===== src/rtl/branch_cmp_unit.sv =====
// Registered branch resolver: eight compare modes, valid/ready handshake,
// 2-bit-counter branch history table for fetch prediction, and mispredict stats.
module branch_cmp_unit #(
  parameter int WIDTH    = 32,
  parameter int BHT_BITS = 6,
  parameter int PC_LSB   = 2
) (
  input  logic             clk,
  input  logic             reset,
  input  logic [31:0]      pred_pc,
  output logic             pred_taken,
  input  logic             req_valid,
  output logic             req_ready,
  input  logic [2:0]       req_mode,
  input  logic [WIDTH-1:0] req_a,
  input  logic [WIDTH-1:0] req_b,
  input  logic [31:0]      req_pc,
  input  logic             req_pred,
  input  logic             flush,
  output logic             rsp_valid,
  input  logic             rsp_ready,
  output logic             rsp_taken,
  output logic             rsp_mispredict,
  output logic [31:0]      rsp_pc,
  output logic [31:0]      stat_branches,
  output logic [31:0]      stat_misses
);

  localparam int DEPTH = 1 << BHT_BITS;

  function automatic logic resolve(input logic [2:0] mode,
                                   input logic [WIDTH-1:0] a,
                                   input logic [WIDTH-1:0] b);
    logic r;
    case (mode)
      3'd0:    r = (a == b);
      3'd1:    r = (a != b);
      3'd2:    r = ($signed(a) <= $signed({WIDTH{1'b0}}));
      3'd3:    r = ($signed(a) >  $signed({WIDTH{1'b0}}));
      3'd4:    r = a[WIDTH-1];
      3'd5:    r = ~a[WIDTH-1];
      3'd6:    r = ($signed(a) < $signed(b));
      3'd7:    r = (a < b);
      default: r = 1'b0;
    endcase
    return r;
  endfunction

  // Saturating 2-bit counter step: up on taken, down on not-taken.
  function automatic logic [1:0] ctr_next(input logic [1:0] c, input logic t);
    logic [1:0] n;
    case ({t, c})
      3'b1_11: n = 2'd3;
      3'b0_00: n = 2'd0;
      default: n = t ? (c + 2'd1) : (c - 2'd1);
    endcase
    return n;
  endfunction

  logic                rsp_valid_q, rsp_valid_d;
  logic                rsp_taken_q, rsp_taken_d;
  logic                rsp_mis_q, rsp_mis_d;
  logic [31:0]         rsp_pc_q, rsp_pc_d;
  logic [31:0]         branches_q, branches_d;
  logic [31:0]         misses_q, misses_d;
  logic [1:0]          bht_q [DEPTH];
  logic [1:0]          bht_d [DEPTH];

  logic                accept_s;
  logic                taken_s;
  logic [BHT_BITS-1:0] req_idx_s;
  logic [BHT_BITS-1:0] pred_idx_s;
  logic                pc_unused_s;

  assign req_ready   = ~rsp_valid_q | rsp_ready;
  assign accept_s    = req_valid & req_ready & ~flush;
  assign taken_s     = resolve(req_mode, req_a, req_b);
  assign req_idx_s   = req_pc[PC_LSB +: BHT_BITS];
  assign pred_idx_s  = pred_pc[PC_LSB +: BHT_BITS];
  // Lookup reads the registered table, so a same-cycle update is not forwarded.
  assign pred_taken  = bht_q[pred_idx_s][1];
  assign pc_unused_s = ^{pred_pc, req_pc};

  assign rsp_valid      = rsp_valid_q;
  assign rsp_taken      = rsp_taken_q;
  assign rsp_mispredict = rsp_mis_q;
  assign rsp_pc         = rsp_pc_q;
  assign stat_branches  = branches_q;
  assign stat_misses    = misses_q;

  // Result register next state: flush wins, then accept, then consume.
  always_comb begin
    rsp_valid_d = rsp_valid_q;
    rsp_taken_d = rsp_taken_q;
    rsp_mis_d   = rsp_mis_q;
    rsp_pc_d    = rsp_pc_q;
    if (flush) begin
      rsp_valid_d = 1'b0;
    end else if (accept_s) begin
      rsp_valid_d = 1'b1;
      rsp_taken_d = taken_s;
      rsp_mis_d   = taken_s ^ req_pred;
      rsp_pc_d    = req_pc;
    end else if (rsp_ready) begin
      rsp_valid_d = 1'b0;
    end else begin
      rsp_valid_d = rsp_valid_q;
    end
  end

  // Saturating statistics counters.
  always_comb begin
    branches_d = branches_q;
    misses_d   = misses_q;
    if (accept_s) begin
      if (branches_q != 32'hFFFF_FFFF) begin
        branches_d = branches_q + 32'd1;
      end else begin
        branches_d = branches_q;
      end
      if ((taken_s ^ req_pred) && (misses_q != 32'hFFFF_FFFF)) begin
        misses_d = misses_q + 32'd1;
      end else begin
        misses_d = misses_q;
      end
    end else begin
      branches_d = branches_q;
      misses_d   = misses_q;
    end
  end

  // Branch history table update for the accepted branch.
  always_comb begin
    bht_d = bht_q;
    if (accept_s) begin
      bht_d[req_idx_s] = ctr_next(bht_q[req_idx_s], taken_s);
    end else begin
      bht_d = bht_q;
    end
  end

  // State registers; reset leaves every history counter weakly not-taken.
  always_ff @(posedge clk or negedge reset) begin
    if (!reset) begin
      rsp_valid_q <= 1'b0;
      rsp_taken_q <= 1'b0;
      rsp_mis_q   <= 1'b0;
      rsp_pc_q    <= 32'd0;
      branches_q  <= 32'd0;
      misses_q    <= 32'd0;
      for (int i = 0; i < DEPTH; i++) begin
        bht_q[i] <= 2'b01;
      end
    end else begin
      rsp_valid_q <= rsp_valid_d;
      rsp_taken_q <= rsp_taken_d;
      rsp_mis_q   <= rsp_mis_d;
      rsp_pc_q    <= rsp_pc_d;
      branches_q  <= branches_d;
      misses_q    <= misses_d;
      for (int i = 0; i < DEPTH; i++) begin
        bht_q[i] <= bht_d[i];
      end
    end
  end

endmodule


===== config.mk =====
export PLATFORM = sky130hd
export DESIGN_NAME = branch_cmp_unit
export DESIGN_NICKNAME = d
export VERILOG_FILES = /design/src/rtl/branch_cmp_unit.sv
export SDC_FILE = /design/constraint.sdc
export NUM_CORES = 1
export LEC_CHECK = 0
export CORE_MARGIN = 5
export CORE_UTILIZATION = 40
export DETAILED_ROUTE_END_ITERATION = 7
export DONT_BUFFER_PORTS = 1
export PLACE_DENSITY = 0.64
export SETUP_SLACK_MARGIN = 0.2
export SYNTH_ARGS = -nofsm -noshare
export SYNTH_HDL_FRONTEND = slang
export SYNTH_SLANG_ARGS = --single-unit

===== constraint.sdc =====
create_clock -name clk -period 5.62 [get_ports clk]
set_input_delay 1.405 -clock clk [delete_from_list [all_inputs] [get_ports clk]]
set_output_delay 1.405 -clock clk [all_outputs]
set_load 0.01 [all_outputs]

==> results.md <==
- Status: finished clean
- Total power draw: between 0.004 and 0.005 W
- Root Buffer: clkbuf_16
- Yosys reg bits: roughly 230
- Power per cell area: about 310 mW/mm2
- Crit share post-route: between 70% and 80%
- Compound-Gate Fraction of Synth Area: 8.86%
- Fill cells: 2697
- Synth cell types: 50
- Leakage: 5.42 nW
- Post-cts resize count: 0
- Crit path arrival time: 2.97 ns
- Crit Path Max Fanout: 16
- First-pass GRT wire length: just under 50 mm
- Total of max-cap violations: 0
- Die height: 181 um
- Ys flop type: dfrtp_1
- WHS Path Cells: 2
- Register area: slightly below 0.006 mm2
- Largest family of logic cells by synthesized area: simple AND/OR/NAND/NOR gates
- Final Util: 44.9%
- M2 GR Usage: 29.0%
- # DRC: 0
- Worst R2R Path Depth: 10
- Cells after DPL: 1524
- GRT Max-Usage Layer: met2
- DRT Wirelength: around 30 mm
- IO Pins: 238
- Core box area: ~0.029 mm2
- Routability cong.: 0.856
- Seq/Total Area, Yosys: 49.2%
- Tot GR Track Use: about 18%
- Hold buffer count at CTS: 0
- RSZ-0062 raised after global routing: false
- Multi-input logic area: ~0.0056 mm2
- Clock Sinks: 227
- Synth Area in Adders: 3.83%
- Setup CP Type: input port to primary output
- Max IR drop VDD: approximately 0.29 mV
- Syn_nets: 1352
- Post-DR vias/cell: approximately 5.5
- Chip width: 181 um
- Setup TNS: 0 ns
- Mapped Cells: 1181
- Most common cell after layout, fill and taps aside: nand2_1
- WP data required: 4.22 ns
- Area delta synth->final: 10.5%
- DRT antenna net count: 0
- Fraction of layout cells with a size suffix above 1: 15.3%
- EDFF count, synth: 0
- Fmax achieved: between 200 and 250 MHz
- Synth Warn #: 0
- DRT Pass-1 Iters: 6
- # rows: between 60 and 70
- Mux contribution to synthesized area: 10.4%
- Synth Area in XOR/XNOR: approximately 4.8%
- Most frequent cells in the layout: nand2_1, dfrtp_1, o21ai_0
- Clock tree buffer depth: 3
- Final Max Tran Viols: 0
- Min Clock Period, post-route: 4.38 ns
- Post-Layout Cell Count: 1570
- Final setup fails: 0
- Number of port buffers: 0
- Met1 Resource Use GR: 23.6%
- Routed wire per std cell: 19.0 um
- Nets: 1338
- Final count of hold timing violations: 0
- Worst-path clk slew: 0.06 ns
- Antenna Diode Count: 0
- Initial drt markers: 449
- Mapped Area: 0.0117 mm2
- Post-Syn Area per Cell: 9.91 um2
- Setup crit start kind: input port
- Post-synth ARST share: between 90% and 100%
- Largest net degree at the start of global routing: 228
- Initial core utilization: about two fifths
- Endpoint type of the worst setup path: primary output
- Post-CTS Setup Bufs: 0
- Global route overflow: 0
- Min-Delay Path Class: flop to flop
- Initial antenna violation count: 0
- Vias: roughly 8700
- M3 GR Usage: 6.47%
- Slew @ Worst Pin: 1.16 ns
- Vias in the first global route: 8919
- Num CTS Buffers: 25
- Clock skew: 0.0110 ns
- Relative slew margins: between 20% and 30%
- Htree depth: 1
- Die area: 0.0328 mm2
- Synth Area in Simple Gates: 19.6%
- TritonCTS clock tree: yes
- Post-DP HPWL: between 20 and 25 mm
- Worst skew pair latency: approximately 0.52 ns
==> worst max-delay path, cell delays in order <==
cell and delay, ns:
mux4_2 0.51, mux4_2 0.52, mux4_2 0.53
==> layer usage <==
layer | wire [um] | vias up
li1 | - | 4085
met3 | 3060 | 46
met5 | 0 | -
met4 | 546 | 0
met1 | 12400 | 4265
met2 | 13900 | 299
==> through the flow <==
stage	setup slack [ns]	cell area [um2]	hold WS [ns]
after global placement	1.20	12000	0.449
after floorplan	0.370	11700	0.441
after CTS	1.25	12900	0.463
after detailed placement	1.12	12000	0.454
final	1.24	12900	0.461
after global routing	1.24	12900	0.478
==> registers in the layout (all words and copies together) (netlist names) <==
name and cells:
bht_q 128, rsp_mispredict 1, rsp_taken 1, rsp_pc 32, stat_branches 32, stat_misses 32
rsp_valid 1
==> kinds of logic after synthesis <==
| logic type | after synthesis |
|---|---|
| DFF | 227 |
| and+or+nand+nor | 516 |
| xor gates and xnor gates | 64 |
| adders and majority gates | 36 |
| buffers and inverters | 85 |
| AOI/OAI and AO/OA | 187 |
| muxes | 66 |
==> worst paths after layout <==
check | from | to | slack, ns
min reg2reg | bht_q[114]$_DFFE_PN1P_ | bht_q[114]$_DFFE_PN1P_ | 0.46
max in group asynchronous | reset | rsp_pc[14]$_DFFE_PN0P_ | 4.62
min | bht_q[114]$_DFFE_PN1P_ | bht_q[114]$_DFFE_PN1P_ | 0.46
min in group asynchronous | reset | bht_q[119]$_DFFE_PN0P_ | 0.58
max | pred_pc[2] | pred_taken | 1.24
max reg2reg | bht_q[82]$_DFFE_PN1P_ | bht_q[2]$_DFFE_PN1P_ | 2.69
==> report_power, final <==
| group | total, W | switching (W) | leakage (nW) | internal [W] |
|---|---|---|---|---|
| Combinational | 0.000352 | 0.000190 | 2.11 | 0.000162 |
| Sequential | 0.00194 | 0.000152 | 2.86 | 0.00179 |
| Clock | 0.00178 | 0.000677 | 0.442 | 0.00110 |
| Total | 0.00407 | 0.00102 | 5.42 | 0.00305 |
==> synth_stat cells (all sizes together), types with 12 or more instances <==
library cell  number  share of area, %
a21oi             33               1.4
buf               30               1.6
clkbuf            18              0.58
dfrtp            163                35
dfstp             64                14
ha                34               3.6
inv               37               1.2
mux2i             12               1.0
mux4              43               8.3
nand2            321                10
nand3             33               1.4
nand4             32               1.7
nor2              51               1.6
nor3              15              0.74
nor4              13              0.69
o21ai            126               5.4
xnor2             56               4.2
==> layout make-up <==
type,count,share of cell area [%]
Multi-Input combinational cell,869,43.1
Clock buffer,30,5.29
Tap cell,384,3.72
Timing Repair Buffer,7,0.600
Sequential cell,227,44.5
Inverter,37,1.07
Clock inverter,16,1.70
(Power assumes the default switching activity.)
